$ cat config.mk
export PLATFORM = sky130hd
export DESIGN_NAME = lc3b_mem_arbiter
export DESIGN_NICKNAME = d
export VERILOG_FILES = /design/src/rtl/lc3b_mem_arbiter.sv
export SDC_FILE = /design/constraint.sdc
export NUM_CORES = 1
export LEC_CHECK = 0
export ABC_AREA = 0
export ABC_CLOCK_PERIOD_IN_PS = 1530
export CAP_MARGIN = 20
export CELL_PAD_IN_SITES_DETAIL_PLACEMENT = 0
export CELL_PAD_IN_SITES_GLOBAL_PLACEMENT = 1
export CORE_AREA = 2 2 93 95
export DETAILED_ROUTE_END_ITERATION = 7
export DIE_AREA = 0 0 95 97
export GPL_ROUTABILITY_DRIVEN = 0
export GPL_TIMING_DRIVEN = 0
export PLACE_DENSITY_LB_ADDON = 0.1
export SKIP_CTS_REPAIR_TIMING = 1
export SLEW_MARGIN = 20
export SYNTH_ARGS = -nofsm -noshare
export SYNTH_HDL_FRONTEND = slang
export SYNTH_SLANG_ARGS = --single-unit
$ cat constraint.sdc
create_clock -name clk -period 1.53 [get_ports clk]
set_input_delay 0.153 -clock clk [delete_from_list [all_inputs] [get_ports clk]]
set_output_delay 0.153 -clock clk [all_outputs]
set_load 0.005 [all_outputs]
$ cat src/rtl/lc3b_mem_arbiter.sv
// lc3b_mem_arbiter: round-robin N-port arbiter in front of a single LC-3b memory port.
// Latency: one added cycle per access (request seen in IDLE at edge t -> downstream strobe from t+1).
// Backpressure: one access in flight; other requesters wait, holding their request, until their port_resp.
//
// Ports:
//   clk, reset                         clock and asynchronous active-high reset
//   port_read/port_write               per-port request strobes (NUM_PORTS bits)
//   port_address/port_wdata/
//   port_byte_enable                   per-port fields, port i at [i*W +: W]
//   port_resp                          per-port completion pulse (mem_resp routed to the owner)
//   port_rdata                         read data broadcast to all ports
//   grant                              one-hot owner of the in-flight access, zero when idle
//   mem_*                              single downstream memory port
module lc3b_mem_arbiter #(
    parameter int NUM_PORTS  = 2,
    parameter int ADDR_WIDTH = 16,
    parameter int DATA_WIDTH = 16,
    localparam int MASK_WIDTH = DATA_WIDTH / 8
) (
    input  logic                             clk,
    input  logic                             reset,
    input  logic [NUM_PORTS-1:0]             port_read,
    input  logic [NUM_PORTS-1:0]             port_write,
    input  logic [NUM_PORTS*ADDR_WIDTH-1:0]  port_address,
    input  logic [NUM_PORTS*DATA_WIDTH-1:0]  port_wdata,
    input  logic [NUM_PORTS*MASK_WIDTH-1:0]  port_byte_enable,
    output logic [NUM_PORTS-1:0]             port_resp,
    output logic [DATA_WIDTH-1:0]            port_rdata,
    output logic [NUM_PORTS-1:0]             grant,
    output logic                             mem_read,
    output logic                             mem_write,
    output logic [ADDR_WIDTH-1:0]            mem_address,
    output logic [DATA_WIDTH-1:0]            mem_wdata,
    output logic [MASK_WIDTH-1:0]            mem_byte_enable,
    input  logic                             mem_resp,
    input  logic [DATA_WIDTH-1:0]            mem_rdata
);

    // Pointer is kept at least one bit wide so NUM_PORTS=1 still elaborates;
    // in that case it simply never leaves zero.
    localparam int PTR_W = (NUM_PORTS > 1) ? $clog2(NUM_PORTS) : 1;

    typedef enum logic {
        IDLE = 1'b0,
        BUSY = 1'b1
    } state_t;

    state_t               state;
    logic [PTR_W-1:0]     rr_ptr;

    logic [NUM_PORTS-1:0] req;
    logic                 found;
    logic [PTR_W-1:0]     cand;
    logic [PTR_W-1:0]     win_idx;
    logic [PTR_W-1:0]     next_ptr;
    logic [NUM_PORTS-1:0] win_oh;
    logic                 sel_read;
    logic                 sel_write;

    assign req = port_read | port_write;

    // Rotating priority search: the first requester at or above rr_ptr wins,
    // wrapping around to port 0.
    always_comb begin
        found   = 1'b0;
        cand    = '0;
        win_idx = '0;
        for (int k = 0; k < NUM_PORTS; k++) begin
            cand = PTR_W'((int'(rr_ptr) + k) % NUM_PORTS);
            if (!found && req[cand]) begin
                found   = 1'b1;
                win_idx = cand;
            end
        end
    end

    always_comb begin
        win_oh          = '0;
        win_oh[win_idx] = 1'b1;
    end

    assign next_ptr  = (win_idx == PTR_W'(NUM_PORTS - 1)) ? '0 : win_idx + 1'b1;
    assign sel_read  = port_read[win_idx];
    assign sel_write = port_write[win_idx];

    // Completion goes only to the owner; grant is zero outside BUSY, so a
    // stray mem_resp while idle never reaches a requester.
    assign port_resp  = grant & {NUM_PORTS{mem_resp}};
    assign port_rdata = mem_rdata;

    always_ff @(posedge clk or posedge reset) begin
        if (reset) begin
            state           <= IDLE;
            rr_ptr          <= '0;
            grant           <= '0;
            mem_read        <= 1'b0;
            mem_write       <= 1'b0;
            mem_address     <= '0;
            mem_wdata       <= '0;
            mem_byte_enable <= '0;
        end else begin
            case (state)
                IDLE: begin
                    if (found) begin
                        state           <= BUSY;
                        grant           <= win_oh;
                        rr_ptr          <= next_ptr;
                        // A port asserting both strobes is treated as a write.
                        mem_write       <= sel_write;
                        mem_read        <= sel_read & ~sel_write;
                        mem_address     <= port_address[win_idx*ADDR_WIDTH +: ADDR_WIDTH];
                        mem_wdata       <= port_wdata[win_idx*DATA_WIDTH +: DATA_WIDTH];
                        mem_byte_enable <= port_byte_enable[win_idx*MASK_WIDTH +: MASK_WIDTH];
                    end
                end
                BUSY: begin
                    // Upstream is ignored here; address/data/mask stay latched
                    // and keep their value after the access, only strobes clear.
                    if (mem_resp) begin
                        state     <= IDLE;
                        grant     <= '0;
                        mem_read  <= 1'b0;
                        mem_write <= 1'b0;
                    end
                end
                default: state <= IDLE;
            endcase
        end
    end

endmodule

* After elaboration in Yosys (flattened, before gate mapping)
Index checks and enable logic that the tools add are counted.
** Storage, ports and cells
- Output and inout port bits :: 56
- Flip-flop bits (word level) :: 40
- Logic and storage cells :: 55
- Input port bits :: 91
** Cells by class
- Muxes and demuxes :: 26
- Equality and inequality tests :: 2
- Bitwise logic cells :: 5
- Reductions and logical operators :: 5
- Shifts and indexed selects :: 3
- $add $sub $neg :: 2
- Order comparisons :: 4
** Operator list (number)
- 32-bit by 6-bit indexed part select with 16-bit output :: 2
- 1-bit 2-to-1 mux :: 19
- 1-bit by 2-bit < comparator with 1-bit output (second input constant) :: 3
- 1-bit case mux with 2 select lines :: 3
- 2-bit 2-to-1 mux :: 2
- 2-bit inequality test (second input constant) :: 2
- 2-bit case mux with 2 select lines :: 1
- 2-bit AND reduction :: 2
- 4-bit by 3-bit indexed part select with 2-bit output :: 1
- 1-bit adder (second input constant) :: 2
- 2-bit AND :: 1
- 1-bit logical AND :: 2
- 1-bit inverter :: 2
- 2-bit OR :: 1
- 1-bit AND :: 1
- 1-bit demux with 1-bit select :: 1
- 1-bit >= comparator (second input constant) :: 1
- 1-bit logical NOT :: 1

* Longest topological paths before layout
Gate-level depths: netlist of run 1.
- Depth after elaboration :: 13
- Mapped depth :: 5
- Depth with buffers taken out :: 3

* Worst setup path before layout of run 1
OpenSTA, ideal clock, no wires.
- Kind :: register -> register
- Start :: register state
- End :: register mem_address[10]
- Cell stages (with the launch flop) :: 6
- Path buffers :: 2
- Clock period less this slack :: 1.379 ns
- Library setup time :: 0.126 ns
- Setup slack :: 0.151 ns
- Arrival :: 1.253 ns
- Required time :: 1.404 ns
- Cells stage by stage :: dfrtp_1 > inv_2 > o211a_1 > clkbuf_1 > buf_2 > a221o_1
** Between the ends
- Cells in the longest elaborated chain, start to end :: 2
** RTL lines
- from (decl) :: RTL line 48 : state_t state;
- from (signal assigned) :: RTL line 93 : state <= IDLE;
- from (signal assigned) :: RTL line 105 : state <= BUSY;
- from (signal assigned) :: RTL line 120 : state <= IDLE;
- 1-bit inverter (no source line)
- 2-bit AND reduction (no source line)
- to (signal assigned) :: RTL line 111 : mem_address <= port_address[win_idx*ADDR_WIDTH +: ADDR_WIDTH];
- to (decl) :: RTL line 32 : output logic [ADDR_WIDTH-1:0] mem_address,
No other way between the ends.
A chain may end at the register's enable or synchronous reset.

* Worst setup path after layout of run 1
- Start :: input port port_write[0]
- End :: register mem_wdata[10]
** Between the ends
- Cells in the longest elaborated chain, start to end :: 8
- Elaborated cells between the ends (all ways) :: 13
- Those cells by class :: shift: 1; mux: 8; bitwise: 1; reduce/logical: 3
** RTL lines
- from (decl) :: RTL line 23 : input logic [NUM_PORTS-1:0] port_write,
- 2-bit OR * :: RTL line 60 : assign req = port_read | port_write;
- 1-bit 2-to-1 mux (implied by the code) (2 in a row) :: RTL line 70 : if (!found && req[cand]) begin
- 1-bit 2-to-1 mux :: RTL line 70
- 1-bit logical NOT :: RTL line 70
- 1-bit logical AND :: RTL line 70
- 1-bit 2-to-1 mux :: RTL line 70
- 32-bit by 6-bit indexed part select with 16-bit output or 2-bit AND reduction (tied branches)
- to (signal assigned) :: RTL line 112 : mem_wdata <= port_wdata[win_idx*DATA_WIDTH +: DATA_WIDTH];
- to (decl) :: RTL line 33 : output logic [DATA_WIDTH-1:0] mem_wdata,
Every way passes the cells marked *; elsewhere a longest branch is shown, timed or not. The select of a mux whose other input is x is not followed.

==> results.ini, run 1 <==
[worst_setup_path]
rrSetupSlack_ns = 0.09
startpoint_type = primary input
setup.worst_path.class = in2reg
cp.arrival_ns = 1.73
cp_cell_sequence = clkdlybuf4s50_1 > or2_4 > a211oi_4 > buf_4 > buf_2 > a221o_1
cp.required_ns = 1.75
cp_num_buf_inv = 3
crit_slowest_cell = clkdlybuf4s50_1
crit_path_end_kind = flip-flop
max_stage_delay_ns = 0.46
cp_max_fo = 10
critPathTopFamily = buffers and inverters

[synthesis]
synth.distinct_cells = 24
synth_area_leaders = dfrtp_1 (50%), a221o_1 (17%), a21boi_1 (6.7%), buf_4 (6.0%), a21boi_2 (5.6%)
yosys.area.top_type = dfrtp_1
synthesis.area_sq_um = 2010
yosys.cell_count.top_type = dfrtp_1
async_flop_share_pct = 100
synth_edf_count = 0
ys_ff_latch = 40
yosysWarnings = 0
synthCells = 162
synth_area_per_cell_sq_um = 12.4
synthFlopType = dfrtp_1
synth_nets = 253
synth_top_area_share_pct = 49.8
yosysSeqAreaShare_pct = 49.8
synthTopCellsByCount = dfrtp_1 (40), a221o_1 (35), a21boi_1 (18), buf_4 (16), a21boi_2 (10)

[timing]
finalHoldViolCount = 0
setup_viol = 0
slew_headroom_pct = 62.8
fin_tns_setup_ns = 0
fin_crit_sh_pct = 98.7
max_freq_ghz = 0.662
worstMarginPinSlew_ns = 0.544
drv_slew = 0
layout_min_cycle_time_ns = 1.51
fin_worst_skew_ns = 0.00536

[floorplan]
fp.coreArea_sq_um = 8130
boundaryPins = 147
initial_utilization_pct = 24.7
rows = 33
die_area_sq_um = 9220
die_x_um = 95
die_y_um = 97

[global_route]
grt_pass1_wl_um = 10600
grt_pass1_vias = 2057
grtUsageTotal_pct = 14.6
antenna_found_initial = 0
overflow = 0
grt_max_degree = 31

[clocking]
clock-sinks = 40
clock_path_buffers = 2
cts_tree = done
clk_pin_slew_ns = 0.08
htree_levels = 2
clk_latency_ns = 0.29
cts_buffers = 5
cts_root_buffer = clkbuf_8

[finish]
final-instance-count-excl-fill = 407
final_nets = 392
fillers = 792
area.sequential_sq_um = 1000
diodes = 0
syn2layout_area_growth_pct = 80.3
drive_gt1_share_pct = 20.9
multi_input_area_sq_um = 820

[power]
p_leak_nw = 1.52
ir_drop_mv = 0.395
powerDensity_nw_per_um2 = 991

[outcome]
status = finished clean

[detailed_routing]
via_per_inst = 4.68
wl_um = 6680
drt_iter0_drc = 38
drc = 0
antenna_left = 0
firstDrtPassIters = 4
vias = 1904
routedWlPerCell_um = 16.4

[worst_hold_path]
hold_path_class = in2async

[place]
io_buffers = 130
dp_hpwl_um = 4980
dp.cells = 398

[run]
drv_cap = 0

[power by group]
part | internal (mW) | switching (mW)
clock | 0.369 | 0.368
sequential | 1.30 | 0.127
combinational | 0.979 | 0.452
[per-layer routing]
metal	share of wire (%)	wire, um	track usage, %
met5	0	0	0
met4	0.22	15	2.68
met3	8.7	583	5.30
met2	48	3220	23.8
met1	43	2860	18.8
[layout by cell type, fill, tap and decap left out]
master           instances
dfrtp_1                 39
and2_1                   2
dfrtp_2                  1
a221oi_1                 1
mux2i_2                  1
inv_1                    1
clkbuf_8                 6
buf_4                   19
a21boi_2                15
nor2_2                   1
inv_2                    3
a221o_1                 35
o211a_4                  1
clkbuf_1                 2
nand2_1                  3
o21a_1                   1
a21boi_0                 7
a211oi_4                 1
nor2_1                   1
buf_6                    4
buf_12                   1
or4_4                    1
dlymetal6s2s_1           2
clkbuf_4                 6
buf_2                    2
a21boi_1                13
or2_4                    1
a2111oi_0                1
a21o_1                   2
clkdlybuf4s50_1        128
a21oi_1                  1
[final timing paths]
check	to	cells past startpoint	from
worst min register to register	grant[1]	1	grant[1]
worst max-delay path	mem_wdata[10]	6	port_write[0]
worst max register to register	mem_wdata[1]	5	rr_ptr
max in group asynchronous	state	3	reset
min in group clk	mem_write	3	port_write[1]
worst min-delay path	mem_wdata[8]	2	reset
[metrics by stage]
stage / worst slack [ns] / hold slack [ns] / power (mW) / cell area [sq um] / util [%]
after detailed placement: -0.470 / 0.438 / 2.86 / 3460 / 42.6
after CTS: -0.250 / 0.115 / 3.62 / 3550 / 43.7
after global placement: -0.573 / 0.487 / 2.84 / 3440 / 42.3
after floorplan: 0.151 / 0.298 / 1.98 / 2010 / -
final: 0.0205 / 0.115 / 3.59 / 3630 / 44.6
after global routing: -0.00796 / 0.118 / 3.83 / 3630 / 44.6
[final cells by class]
class	instances	area share, %
tap	105	3.62
timing repair buffer	133	37.0
clock buffer	8	2.48
inverter	4	0.414
sequential	40	27.6
buffer	29	6.28
multi-input combinational	88	22.6
[logic make-up after synthesis]
kind of cell	Yosys count	share of synthesized area, %
simple gates	9	2.43
flops	40	49.8
mux	1	0.498
buf+inv	34	11.3
compound gates	78	36.1
[sequential cells by signal (all words and copies together), names as in the netlist]
register and flops:
rr_ptr 1, mem_address 16, mem_byte_enable 2, mem_write 1, mem_wdata 16, mem_read 1
state 1, grant 2
No activity file was read; power rests on OpenSTA's default activity.
==> run 2, diff against run 1 <==
--- a/config.mk
+++ b/config.mk
@@ -17,7 +17,7 @@
 export GPL_TIMING_DRIVEN = 0
 export PLACE_DENSITY_LB_ADDON = 0.1
 export SKIP_CTS_REPAIR_TIMING = 1
-export SLEW_MARGIN = 20
+export SLEW_MARGIN = 0
 export SYNTH_ARGS = -nofsm -noshare
 export SYNTH_HDL_FRONTEND = slang
 export SYNTH_SLANG_ARGS = --single-unit
==> results of run 2 <==
No change in the layout: final DEF, timing and power equal those of run 1.
